===== config.mk =====
export PLATFORM = sky130hd
export DESIGN_NAME = startseq
export DESIGN_NICKNAME = d
export VERILOG_FILES = /design/src/rtl/startseq_pkg.sv /design/src/rtl/startseq_fifo.sv /design/src/rtl/startseq.sv
export SDC_FILE = /design/constraint.sdc
export NUM_CORES = 1
export LEC_CHECK = 0
export ABC_AREA = 1
export CORE_ASPECT_RATIO = 0.8
export CORE_MARGIN = 2
export CORE_UTILIZATION = 50
export CTS_CLUSTER_DIAMETER = 100
export DETAILED_ROUTE_END_ITERATION = 12
export DONT_BUFFER_PORTS = 1
export GPL_TIMING_DRIVEN = 0
export PLACE_DENSITY = 0.66
export SLEW_MARGIN = 10
export SYNTH_ARGS = -nofsm -noshare
export SYNTH_HDL_FRONTEND = slang
export SYNTH_SLANG_ARGS = --single-unit
export TNS_END_PERCENT = 30

===== constraint.sdc =====
create_clock -name i_clk -period 2.1 [get_ports i_clk]
set_clock_uncertainty 0.1 [all_clocks]
set_input_delay 0.63 -clock i_clk [delete_from_list [all_inputs] [get_ports i_clk]]
set_output_delay 0.63 -clock i_clk [all_outputs]
set_load 0.02 [all_outputs]

===== src/rtl/startseq_pkg.sv =====
// startseq_pkg: shared state encoding and default widths for the start sequencer
// Contents: state_e (IDLE/LAUNCH/RUN), DEF_DEPTH_LOG2, DEF_TAG_W.
package startseq_pkg;
  typedef enum logic [1:0] {
    IDLE   = 2'd0,
    LAUNCH = 2'd1,
    RUN    = 2'd2
  } state_e;
  localparam int DEF_DEPTH_LOG2 = 2;
  localparam int DEF_TAG_W      = 8;
endpackage


===== src/rtl/startseq_fifo.sv =====
// startseq_fifo: tag FIFO with registered pointers and an occupancy count
// Ports: clk_i, rst_i (async, active-high), push_i/data_i write the tail,
//        pop_i advances the head, head_o is the head entry, fill_o is occupancy.
// Pushes when full and pops when empty are ignored.
module startseq_fifo
  import startseq_pkg::*;
#(
  parameter int DEPTH_LOG2 = DEF_DEPTH_LOG2,
  parameter int TAG_W      = DEF_TAG_W
) (
  input  logic                  clk_i,
  input  logic                  rst_i,
  input  logic                  push_i,
  input  logic [TAG_W-1:0]      data_i,
  input  logic                  pop_i,
  output logic [TAG_W-1:0]      head_o,
  output logic [DEPTH_LOG2:0]   fill_o
);
  localparam logic [DEPTH_LOG2:0] FULL = (DEPTH_LOG2+1)'(2**DEPTH_LOG2);
  logic [TAG_W-1:0] mem_q [2**DEPTH_LOG2];
  logic [DEPTH_LOG2-1:0] wr_ptr_q, wr_ptr_d, rd_ptr_q, rd_ptr_d;
  logic [DEPTH_LOG2:0] fill_q, fill_d;
  logic push, pop;
  always_comb begin
    push     = push_i && (fill_q != FULL);
    pop      = pop_i && (fill_q != '0);
    wr_ptr_d = push ? wr_ptr_q + DEPTH_LOG2'(1) : wr_ptr_q;
    rd_ptr_d = pop ? rd_ptr_q + DEPTH_LOG2'(1) : rd_ptr_q;
    fill_d   = fill_q + (DEPTH_LOG2+1)'(push) - (DEPTH_LOG2+1)'(pop);
  end
  always_ff @(posedge clk_i or posedge rst_i)
    if (rst_i) begin
      wr_ptr_q <= '0;
      rd_ptr_q <= '0;
      fill_q   <= '0;
    end else begin
      wr_ptr_q <= wr_ptr_d;
      rd_ptr_q <= rd_ptr_d;
      fill_q   <= fill_d;
    end
  // Storage is data only; validity is tracked by the pointers and fill count.
  always_ff @(posedge clk_i)
    if (push) mem_q[wr_ptr_q] <= data_i;
  assign head_o = mem_q[rd_ptr_q];
  assign fill_o = fill_q;
endmodule


===== src/rtl/startseq.sv =====
// startseq: queues tagged jobs and launches them one at a time into the busy counter
// Ports: i_clk, i_reset (async, active-high); i_req_valid/o_req_ready/i_req_tag
//        request handshake; o_start one-cycle launch pulse; i_busy from the
//        busy counter; o_active/o_tag current job; o_done/o_done_tag completion
//        pulse; o_fill FIFO occupancy.
// Build option: STARTSEQ_B2B_EN lets RUN hand over straight to LAUNCH when
// another job is queued, so done and the next start share a cycle.
module startseq
  import startseq_pkg::*;
#(
  parameter int DEPTH_LOG2 = DEF_DEPTH_LOG2,
  parameter int TAG_W      = DEF_TAG_W
) (
  input  logic                  i_clk,
  input  logic                  i_reset,
  input  logic                  i_req_valid,
  output logic                  o_req_ready,
  input  logic [TAG_W-1:0]      i_req_tag,
  output logic                  o_start,
  input  logic                  i_busy,
  output logic                  o_active,
  output logic [TAG_W-1:0]      o_tag,
  output logic                  o_done,
  output logic [TAG_W-1:0]      o_done_tag,
  output logic [DEPTH_LOG2:0]   o_fill
);
`ifdef STARTSEQ_B2B_EN
  localparam bit B2B = 1'b1;
`else
  localparam bit B2B = 1'b0;
`endif
  localparam logic [DEPTH_LOG2:0] FULL = (DEPTH_LOG2+1)'(2**DEPTH_LOG2);
  state_e state_q, state_d;
  logic start_q, start_d, active_q, active_d, done_q, done_d;
  logic [TAG_W-1:0] tag_q, tag_d, done_tag_q, done_tag_d, head;
  logic push, pop, nonempty;
  assign o_req_ready = o_fill != FULL;
  assign push        = i_req_valid && o_req_ready;
  assign pop         = state_q == LAUNCH;
  assign nonempty    = o_fill != '0;
  startseq_fifo #(
    .DEPTH_LOG2 (DEPTH_LOG2),
    .TAG_W      (TAG_W)
  ) u_fifo (
    .clk_i  (i_clk),
    .rst_i  (i_reset),
    .push_i (push),
    .data_i (i_req_tag),
    .pop_i  (pop),
    .head_o (head),
    .fill_o (o_fill)
  );
  always_comb begin
    state_d = state_q;
    done_d  = 1'b0;
    case (state_q)
      IDLE:    state_d = (nonempty && !i_busy) ? LAUNCH : IDLE;
      LAUNCH:  state_d = RUN;
      RUN: begin
        done_d  = !i_busy;
        state_d = i_busy ? RUN : (B2B && nonempty) ? LAUNCH : IDLE;
      end
      default: state_d = IDLE;
    endcase
    // o_start is registered, so it is high exactly while the FSM sits in LAUNCH.
    start_d    = state_d == LAUNCH;
    tag_d      = pop ? head : tag_q;
    active_d   = pop ? 1'b1 : done_d ? 1'b0 : active_q;
    done_tag_d = done_d ? tag_q : done_tag_q;
  end
  always_ff @(posedge i_clk or posedge i_reset)
    if (i_reset) begin
      state_q    <= IDLE;
      start_q    <= 1'b0;
      active_q   <= 1'b0;
      done_q     <= 1'b0;
      tag_q      <= '0;
      done_tag_q <= '0;
    end else begin
      state_q    <= state_d;
      start_q    <= start_d;
      active_q   <= active_d;
      done_q     <= done_d;
      tag_q      <= tag_d;
      done_tag_q <= done_tag_d;
    end
  assign o_start    = start_q;
  assign o_active   = active_q;
  assign o_tag      = tag_q;
  assign o_done     = done_q;
  assign o_done_tag = done_tag_q;
endmodule


[Word level (Yosys, flattened, before mapping)]
Memory sizes are Yosys's and may differ from the RTL's. A register that Yosys moved wholly into a read port is not among the register bits.
Cells that the tools add are included.
W data, S select, Z words.
Operators by class
  mux-type cells: 8
  reduce and logical (&&, ||, !) cells: 8
  equality and inequality tests: 4
  $add $sub $neg: 4
Operators with widths (count)
  $mux W1: 6
  $pmux W2 S3: 1
  $add A2 B1 Y2 const B: 2
  $eq A2 B1 Y1 const B: 2
  $logic_and A1 B1 Y1: 4
  $add A3 B1 Y3: 1
  $ne A3 B3 Y1 const B: 1
  $reduce_bool A3 Y1: 1
  $sub A3 B1 Y3: 1
  $eq A2 B2 Y1 const B: 1
  $logic_not A2 Y1: 1
  $mux W2: 1
  $reduce_bool A2 Y1: 1
  $logic_not A1 Y1: 1
Word-level totals
  bits of input ports: 12
  bits in registers: 20
  word-level logic and storage cells: 33
  memories kept: 1
  memory bits (writable): 32
Memory list
  u_fifo.mem_q: words 4, width 8, rd ports 1, clocked after memory_dff 1, wr ports 1, RTL line startseq_fifo.sv:20  | logic [TAG_W-1:0] mem_q [2**DEPTH_LOG2];

[Longest topological paths before layout]
Gate-level depths: netlist of run 1.
  depth in word-level cells: 5
  depth in mapped cells: 11
  mapped depth without buffers: 11

[Cells and area by module]
A second synthesis of run 1 with hierarchy kept.
Unflattened totals
  cells, all modules: 251
  area total of the unflattened synthesis: 2590.0 sq um
By module, submodules not included
  startseq_fifo: sequential area each 1136.1 sq um, cells an instance 160, times used 1, area an instance 1730.4 sq um
  startseq: sequential area each 525.5 sq um, cells an instance 91, times used 1, area an instance 859.6 sq um

[Worst setup path after synthesis of run 1]
Ideal clock, no wire load.
  path type: reg-to-reg
  start: register u_fifo.fill_q[2], in the netlist u_fifo.fill_o[2]
  end: register u_fifo.fill_q[2], in the netlist u_fifo.fill_o[2]
  path buffers: 0
  setup slack: -46 ps
  data arrival time: 1917 ps
  library setup time: 129 ps
  stages on the path, launching flop included: 12
  period minus slack after synthesis: 2146 ps
  cells stage by stage: dfrtp_1 nor2_1 nand2_1 nand2_1 inv_1 ha_1 inv_1 ha_1 inv_1 fa_1 xnor2_1 xor2_1
RTL lines
  start, declared: RTL line startseq_fifo.sv:22  | logic [DEPTH_LOG2:0] fill_q, fill_d;
  start signal, assigned: RTL line startseq_fifo.sv:39  | fill_q <= fill_d;
  $reduce_bool A3 Y1: RTL line startseq_fifo.sv:26  | pop = pop_i && (fill_q != '0);
  $logic_and A1 B1 Y1: RTL line startseq_fifo.sv:26
  via u_fifo.pop: RTL line startseq_fifo.sv:23  | logic push, pop;
  $sub A3 B1 Y3: RTL line startseq_fifo.sv:29  | fill_d = fill_q + (DEPTH_LOG2+1)'(push) - (DEPTH_LOG2+1)'(pop);
  via u_fifo.fill_d[2]: RTL line startseq_fifo.sv:22
The timed path passes the listed nets, and every way through them passes these cells.
A chain may end at the register's enable or synchronous reset.

[Worst setup path in the final report of run 1]
  start: register u_fifo.fill_q[2], in the netlist u_fifo.fill_o[2]
  end: register u_fifo.rd_ptr_q[0]
Between the ends
  cells in the longest elaborated chain, start to end: 2
Ends and longest elaborated chain
  $reduce_bool A3 Y1: RTL line startseq_fifo.sv:26
  $logic_and A1 B1 Y1: RTL line startseq_fifo.sv:26
  end signal, assigned: RTL line startseq_fifo.sv:38  | rd_ptr_q <= rd_ptr_d;
  end, declared: RTL line startseq_fifo.sv:21  | logic [DEPTH_LOG2-1:0] wr_ptr_q, wr_ptr_d, rd_ptr_q, rd_ptr_d;
Every way passes these cells.

==> impl_metrics.yaml, run 1 <==
global_routing:
  gr-usage-all-layers_pct: 18.03
  antenna_found_initial: 0
  first_global_vias: 1545
  grt_pass1_wl_mm: 7.396
  grt.overflow.total: 0
  grt_max_degree: 29
routing:
  drt-initial-drc-count: 94
  routedWlPerCell_um: 13.38
  wl_mm: 4.588
  drt-met1-wl_mm: 2.047
  drc: 0
  routed.top_layer: "met4"
  ant_nets: 0
  routed_via_density: 4.831
  wl_met3_um: 322
  first_pass_iters: 4
  wl_met2_mm: 2.138
  vias: 1657
placed_design:
  gp_congestion: 0.7162
  hpwlAfterDp_mm: 3.008
  portBuffers: 0
floorplan:
  die_w_um: 84.35
  chipHeight_um: 68.28
  core-area_mm2: 0.005007
  std_cell_rows: 23
  num_io_pins: 35
  initial_utilization_pct: 51.57
  die_area_mm2: 0.005759
worst_setup_path:
  crit_start: "u_fifo.fill_o[2]"
  reg2regPathDepth: 13
  worstSetupEndpointType: "flop"
  arrival_ns: 2.30
  startpoint_type: "flop"
  worst_r2r_endpoint: "u_fifo.rd_ptr_q[0]"
  cp.required_ns: 2.23
  rrSetupSlack_ns: -0.07
  path_class: "reg2reg"
  crit_path_end: "u_fifo.rd_ptr_q[0]"
  reg2reg_from: "u_fifo.fill_o[2]"
  cp_max_fo: 4
sta:
  slew_headroom_pct: 28.55
  tightestPinTransition_ns: 1.071
  final_max_slew_viol_count: 0
  setup_ws_ns: -0.07147
  fin_crit_sh_pct: 103.4
  fin_crit_ns: 2.171
  rsz0062_at_grt: "true"
  fin_setup_tns_ns: -0.1526
  max_freq_mhz: 460.5
  finalSetupViolations: 3
  hold_viol_final: 0
finish:
  num_antenna_cells: 0
  layout-drive-gt1-share_pct: 22.06
  fillers: 421
  post-route-util_pct: 59.47
  area_growth_pct: 15.31
  finalNetCount: 295
cts:
  clkTransAtPathRegs_ns: 0.07
  cts_buffer_depth: 2
  cts_sinks: 60
  clock_latency_ns: 0.34
  clockRootBuffer: "clkbuf_8"
  cts_tree: "built"
  ctsHoldBuffers: 0
  htreeDepth: 3
  cts_buffers: 9
logic_synthesis:
  syn_avg_cell_area_um2: 10.09
  ys_seq_area_share_pct: 64.34
  synth_top_area_cell: "edfxtp_1"
  yosysTopAreaCellShare_pct: 37.21
  synth_area_leaders: "edfxtp_1 (37%), dfrtp_1 (27%), nand2_1 (13%), inv_1 (6.7%), nand3_1 (3.5%)"
  synthDistinctLibCells: 19
  syn_area_mm2: 0.002582
  yosys_warnings: 0
  synthesis.instances: 256
  syn_nets: 275
  ys_seq_elements: 60
run_status:
  violations: "setup timing"
  status: "complete, but fails checks"
min_path:
  hold_path.class: "in2reg"
  min_from: "i_req_tag[5]"
flow_run:
  drv_cap: 0
power:
  vdd_drop_max_mv: 0.8074
  leakagePower_nw: 1.470
  powerDensity_mw_per_mm2: 1535
## flip-flops by register name (all words and copies together) (netlist names), 2 cells and up
register	cells
u_fifo.wr_ptr_q	2
u_fifo.mem_q	32
o_tag	8
o_done_tag	8
state_q	2
u_fifo.fill_o	3
u_fifo.rd_ptr_q	2
## cells by family after synthesis
group	share of synthesized area [%]
AND/OR/NAND/NOR	20.20
flip-flops	64.34
adder cells (fa/ha/maj)	3.682
buffers and inverters	9.690
AO/OA/AOI/OAI	0.3876
XOR/XNOR	1.696
## worst min-delay path by stage
| stage | to | slack [ns] | cells after the start |
|---|---|---|---|
| floorplan | u_fifo.wr_ptr_q[1] | 0.40 | 2 |
| global placement | u_fifo.wr_ptr_q[1] | 0.44 | 2 |
| detailed placement | u_fifo.wr_ptr_q[1] | 0.44 | 2 |
| CTS | u_fifo.mem_q[2][5] | 0.26 | 0 |
| global route | u_fifo.mem_q[3][4] | 0.26 | 0 |
| finish | u_fifo.mem_q[2][5] | 0.28 | 0 |
## cells in the mapped netlist, drive strengths merged
cell type and number:
and3 2, buf 5, dfrtp 28, edfxtp 32
fa 1, ha 6, inv 52, nand2 97
nand3 18, nor2 8, o21ai 2, xnor2 2
xor2 3
## worst max-delay path, stage by stage, from the launching register on
cell and delay [ns]:
dfrtp_2 0.47, nor2_1 0.09, nand2_2 0.08, nand2_2 0.07, buf_4 0.13, buf_4 0.12, buf_4 0.12, buf_4 0.12
buf_4 0.12, buf_4 0.12, buf_4 0.12, buf_4 0.12, buf_4 0.14, xor2_1 0.14
## where the power goes
part	switching [mW]	leakage, nW	internal [mW]	total [mW]
sequential	0.464	0.639	1.63	2.10
clock	0.445	0.105	0.530	0.975
combinational	0.898	0.726	0.600	1.50
## cells in the final DEF, fill, tap and decap left out, drive strengths merged
master | synthesis | final
and3 | 2 | 2
buf | 5 | 14
clkbuf | 0 | 11
clkinv | 0 | 3
dfrtp | 28 | 28
edfxtp | 32 | 32
fa | 1 | 1
ha | 6 | 6
inv | 52 | 54
nand2 | 97 | 97
nand3 | 18 | 18
nor2 | 8 | 8
o21ai | 2 | 2
xnor2 | 2 | 2
xor2 | 3 | 3
## cell type report
type	count	area, um2	share of cell area (%)
Clock buffer	11	162.7	5.462
Tap cell	62	77.57	2.605
Multi-Input combinational cell	139	723.2	24.29
Inverter	52	200.2	6.723
Clock inverter	5	31.28	1.050
Timing Repair Buffer	9	67.56	2.269
Sequential cell	60	1665	55.92
Buffer	5	50.05	1.681
## repair_timing
action	4_1_cts	5_1_grt
endpoints found under the setup margin	17	20
setup buffers	9	0
pin swaps	7	1
hold endpoints to repair	0	0
gates resized for setup	10	3
## stage by stage
step                area [um2]  cells  worst slack, ns  hold WS, ns  power [mW]
finish                    2978    343         -0.07147       0.2783       4.571
global route              2978    343          -0.1452       0.2602       4.918
CTS                       2968    343         -0.06406       0.2602       4.605
detailed placement        2666    318          -0.1308       0.4403       3.419
global placement          2666    318         -0.09838       0.4392       3.387
floorplan                 2589    256          0.01451       0.3992       3.085
## metal layers
layer / up-vias / global-route usage, %
li1: 818 / -
met1: 780 / 21.79
met3: 10 / 7.479
met4: 0 / 12.50
met5: - / 0
met2: 49 / 26.69
Power figures use the tool's default switching activity.
==> run 2, diff against run 1 <==
GPL_ROUTABILITY_DRIVEN = 0   (was not set)
==> results of run 2 <==
The final DEF is identical to that of run 1; final timing and power are the same.
==> run 3, diff against run 2 <==
CORE_UTILIZATION = 56   (was 50)
PLACE_DENSITY = 0.72   (was 0.66)
==> run 3 against run 2 <==
Net effect:
- the run still ends with setup timing left
- sequential power about the same
- maximum frequency increased by 2.2%
- count of clock-buffer cells in the layout up 5
- clock power about the same
- critical path depth decreased by 2
- worst hold slack better by 0.016 ns
- design area down 2.0%
- power decreased by 2.2%
- largest cell class unchanged
- highest routed layer unchanged
==> impl_metrics.yaml, run 3 (synthesis results as in run 1) <==
cts:
  cts_buffer_depth: 2
  clkTransAtPathRegs_ns: 0.06
  cts_sinks: 60
  ctsHoldBuffers: 0
  cts_buffers: 9
  htreeDepth: 3
  cts_tree: "built"
  clockRootBuffer: "clkbuf_8"
  clock_latency_ns: 0.33
floorplan:
  chipHeight_um: 64.74
  std_cell_rows: 22
  die_area_mm2: 0.005174
  initial_utilization_pct: 57.21
  die_w_um: 79.93
  core-area_mm2: 0.004514
  num_io_pins: 35
placed_design:
  hpwlAfterDp_mm: 2.875
  numPlacedInstances: 316
  portBuffers: 0
  dp_slack_ns: -0.1232
finish:
  largest_register: "u_fifo.mem_q"
  final_cell_mix: "nand2_1 (86), inv_1 (43), edfxtp_1 (32)"
  finalNetCount: 287
  fin_cells: 333
  num_antenna_cells: 0
  area_growth_pct: 12.98
  layout_commonest_cell: "nand2_1"
  post-route-util_pct: 64.63
  layout-drive-gt1-share_pct: 17.58
  largest_reg_flops: 32
worst_setup_path:
  reg2reg_from: "u_fifo.fill_o[2]"
  rrSetupSlack_ns: -0.02
  path_class: "reg2reg"
  worstSetupEndpointType: "flop"
  crit_buf_inv: 3
  cpMostUsedCell: "inv_2"
  cp.required_ns: 2.21
  path_cells: "nor2_2, nand2_1, nand2_2, inv_2, ha_4, inv_2, ha_4, inv_2, fa_2, xnor2_2, xor2_1"
  cp_top_family: "adder cells"
  cp_max_fo: 4
  arrival_ns: 2.23
  crit_start: "u_fifo.fill_o[2]"
  startpoint_type: "flop"
  crit_slowest_cell: "dfrtp_2"
  slowest_delay_ns: 0.49
sta:
  max_freq_mhz: 470.6
  setup_ws_ns: -0.02499
  hold_viol_final: 0
  tightestPinTransition_ns: 1.061
  rsz0062_at_grt: "true"
  fin_crit_sh_pct: 101.2
  final_max_slew_viol_count: 0
  fin_crit_ns: 2.125
  fin_setup_tns_ns: -0.02499
  slew_headroom_pct: 29.22
  finalSetupViolations: 1
routing:
  drc: 0
  ant_nets: 0
  vias: 1561
  drt-initial-drc-count: 90
  routedWlPerCell_um: 12.75
  routed_via_density: 4.688
  first_pass_iters: 4
  wl_mm: 4.246
power:
  leakagePower_nw: 1.432
  powerDensity_mw_per_mm2: 1531
  total_power_mw: 4.468
  vdd_drop_max_mv: 0.8047
run_status:
  status: "complete, but fails checks"
  violations: "setup timing"
global_routing:
  grt_pass1_wl_mm: 7.100
  antenna_found_initial: 0
  grt.overflow.total: 0
  first_global_vias: 1515
  grt_max_degree: 29
  gr-usage-all-layers_pct: 19.05
flow_run:
  drv_cap: 0
min_path:
  min_from: "i_req_tag[3]"
  hold_path.class: "in2reg"
## run 3: cell types whose count changed in the layout (fill, tap and decap cells not counted), sizes merged
cell    change
inv         -2
buf         -8
clkinv      -3
clkbuf      +5
## run 3: final cells by class
| class | instances | area, um2 |
|---|---|---|
| Sequential cell | 60 | 1665 |
| Fill cell | 374 | 1597 |
| Multi-Input combinational cell | 139 | 718.2 |
| Clock buffer | 16 | 201.4 |
| Inverter | 52 | 200.2 |
| Tap cell | 60 | 75.07 |
| Buffer | 5 | 50.05 |
| Timing Repair Buffer | 1 | 7.507 |
## run 3: report_power, final
part / switching (mW) / total (mW) / internal, mW
registers: 0.460 / 2.10 / 1.64
logic: 0.843 / 1.37 / 0.529
clock network: 0.401 / 1.00 / 0.599
total: 1.70 / 4.47 / 2.76
## run 3: worst register-to-register path, stage by stage (launching register included)
cell and delay [ns]:
dfrtp_2 0.49, nor2_2 0.11, nand2_1 0.10, nand2_2 0.08, inv_2 0.04, ha_4 0.22, inv_2 0.06, ha_4 0.12
inv_2 0.03, fa_2 0.37, xnor2_2 0.15, xor2_1 0.15
## run 3: through the flow
stage	area, um2	hold slack [ns]
after detailed placement	2664	0.4512
after CTS	2908	0.2749
final	2918	0.2939
after global placement	2664	0.4366
after floorplan	2589	0.3992
after global routing	2918	0.2725
## run 3: timing repair
action / CTS / global route
setup endpoints to repair: 1 / 34
pin swaps: 6 / 3
hold endpoints to repair: 0 / 0
cloned: 0 / 0
gates resized for setup: 8 / 3
setup buffers: 1 / 0
## run 3: path summary, 6_finish.rpt
path	endpoint	depth (start not counted)
setup / recovery	u_fifo.fill_o[2]	11
hold / removal	u_fifo.mem_q[0][3]	0
setup reg to reg	u_fifo.fill_o[2]	11
hold reg to reg	state_q[1]	3
max in group asynchronous	u_fifo.fill_o[1]	1
min in group asynchronous	u_fifo.wr_ptr_q[1]	1
## run 3: metal layers
metal | track usage [%] | vias to the layer above | routed length [um]
li1 | - | 800 | -
met1 | 25.40 | 712 | 1938
met2 | 26.98 | 43 | 1952
met3 | 9.471 | 6 | 306
met4 | 6.992 | 0 | 49
met5 | 0 | - | 0
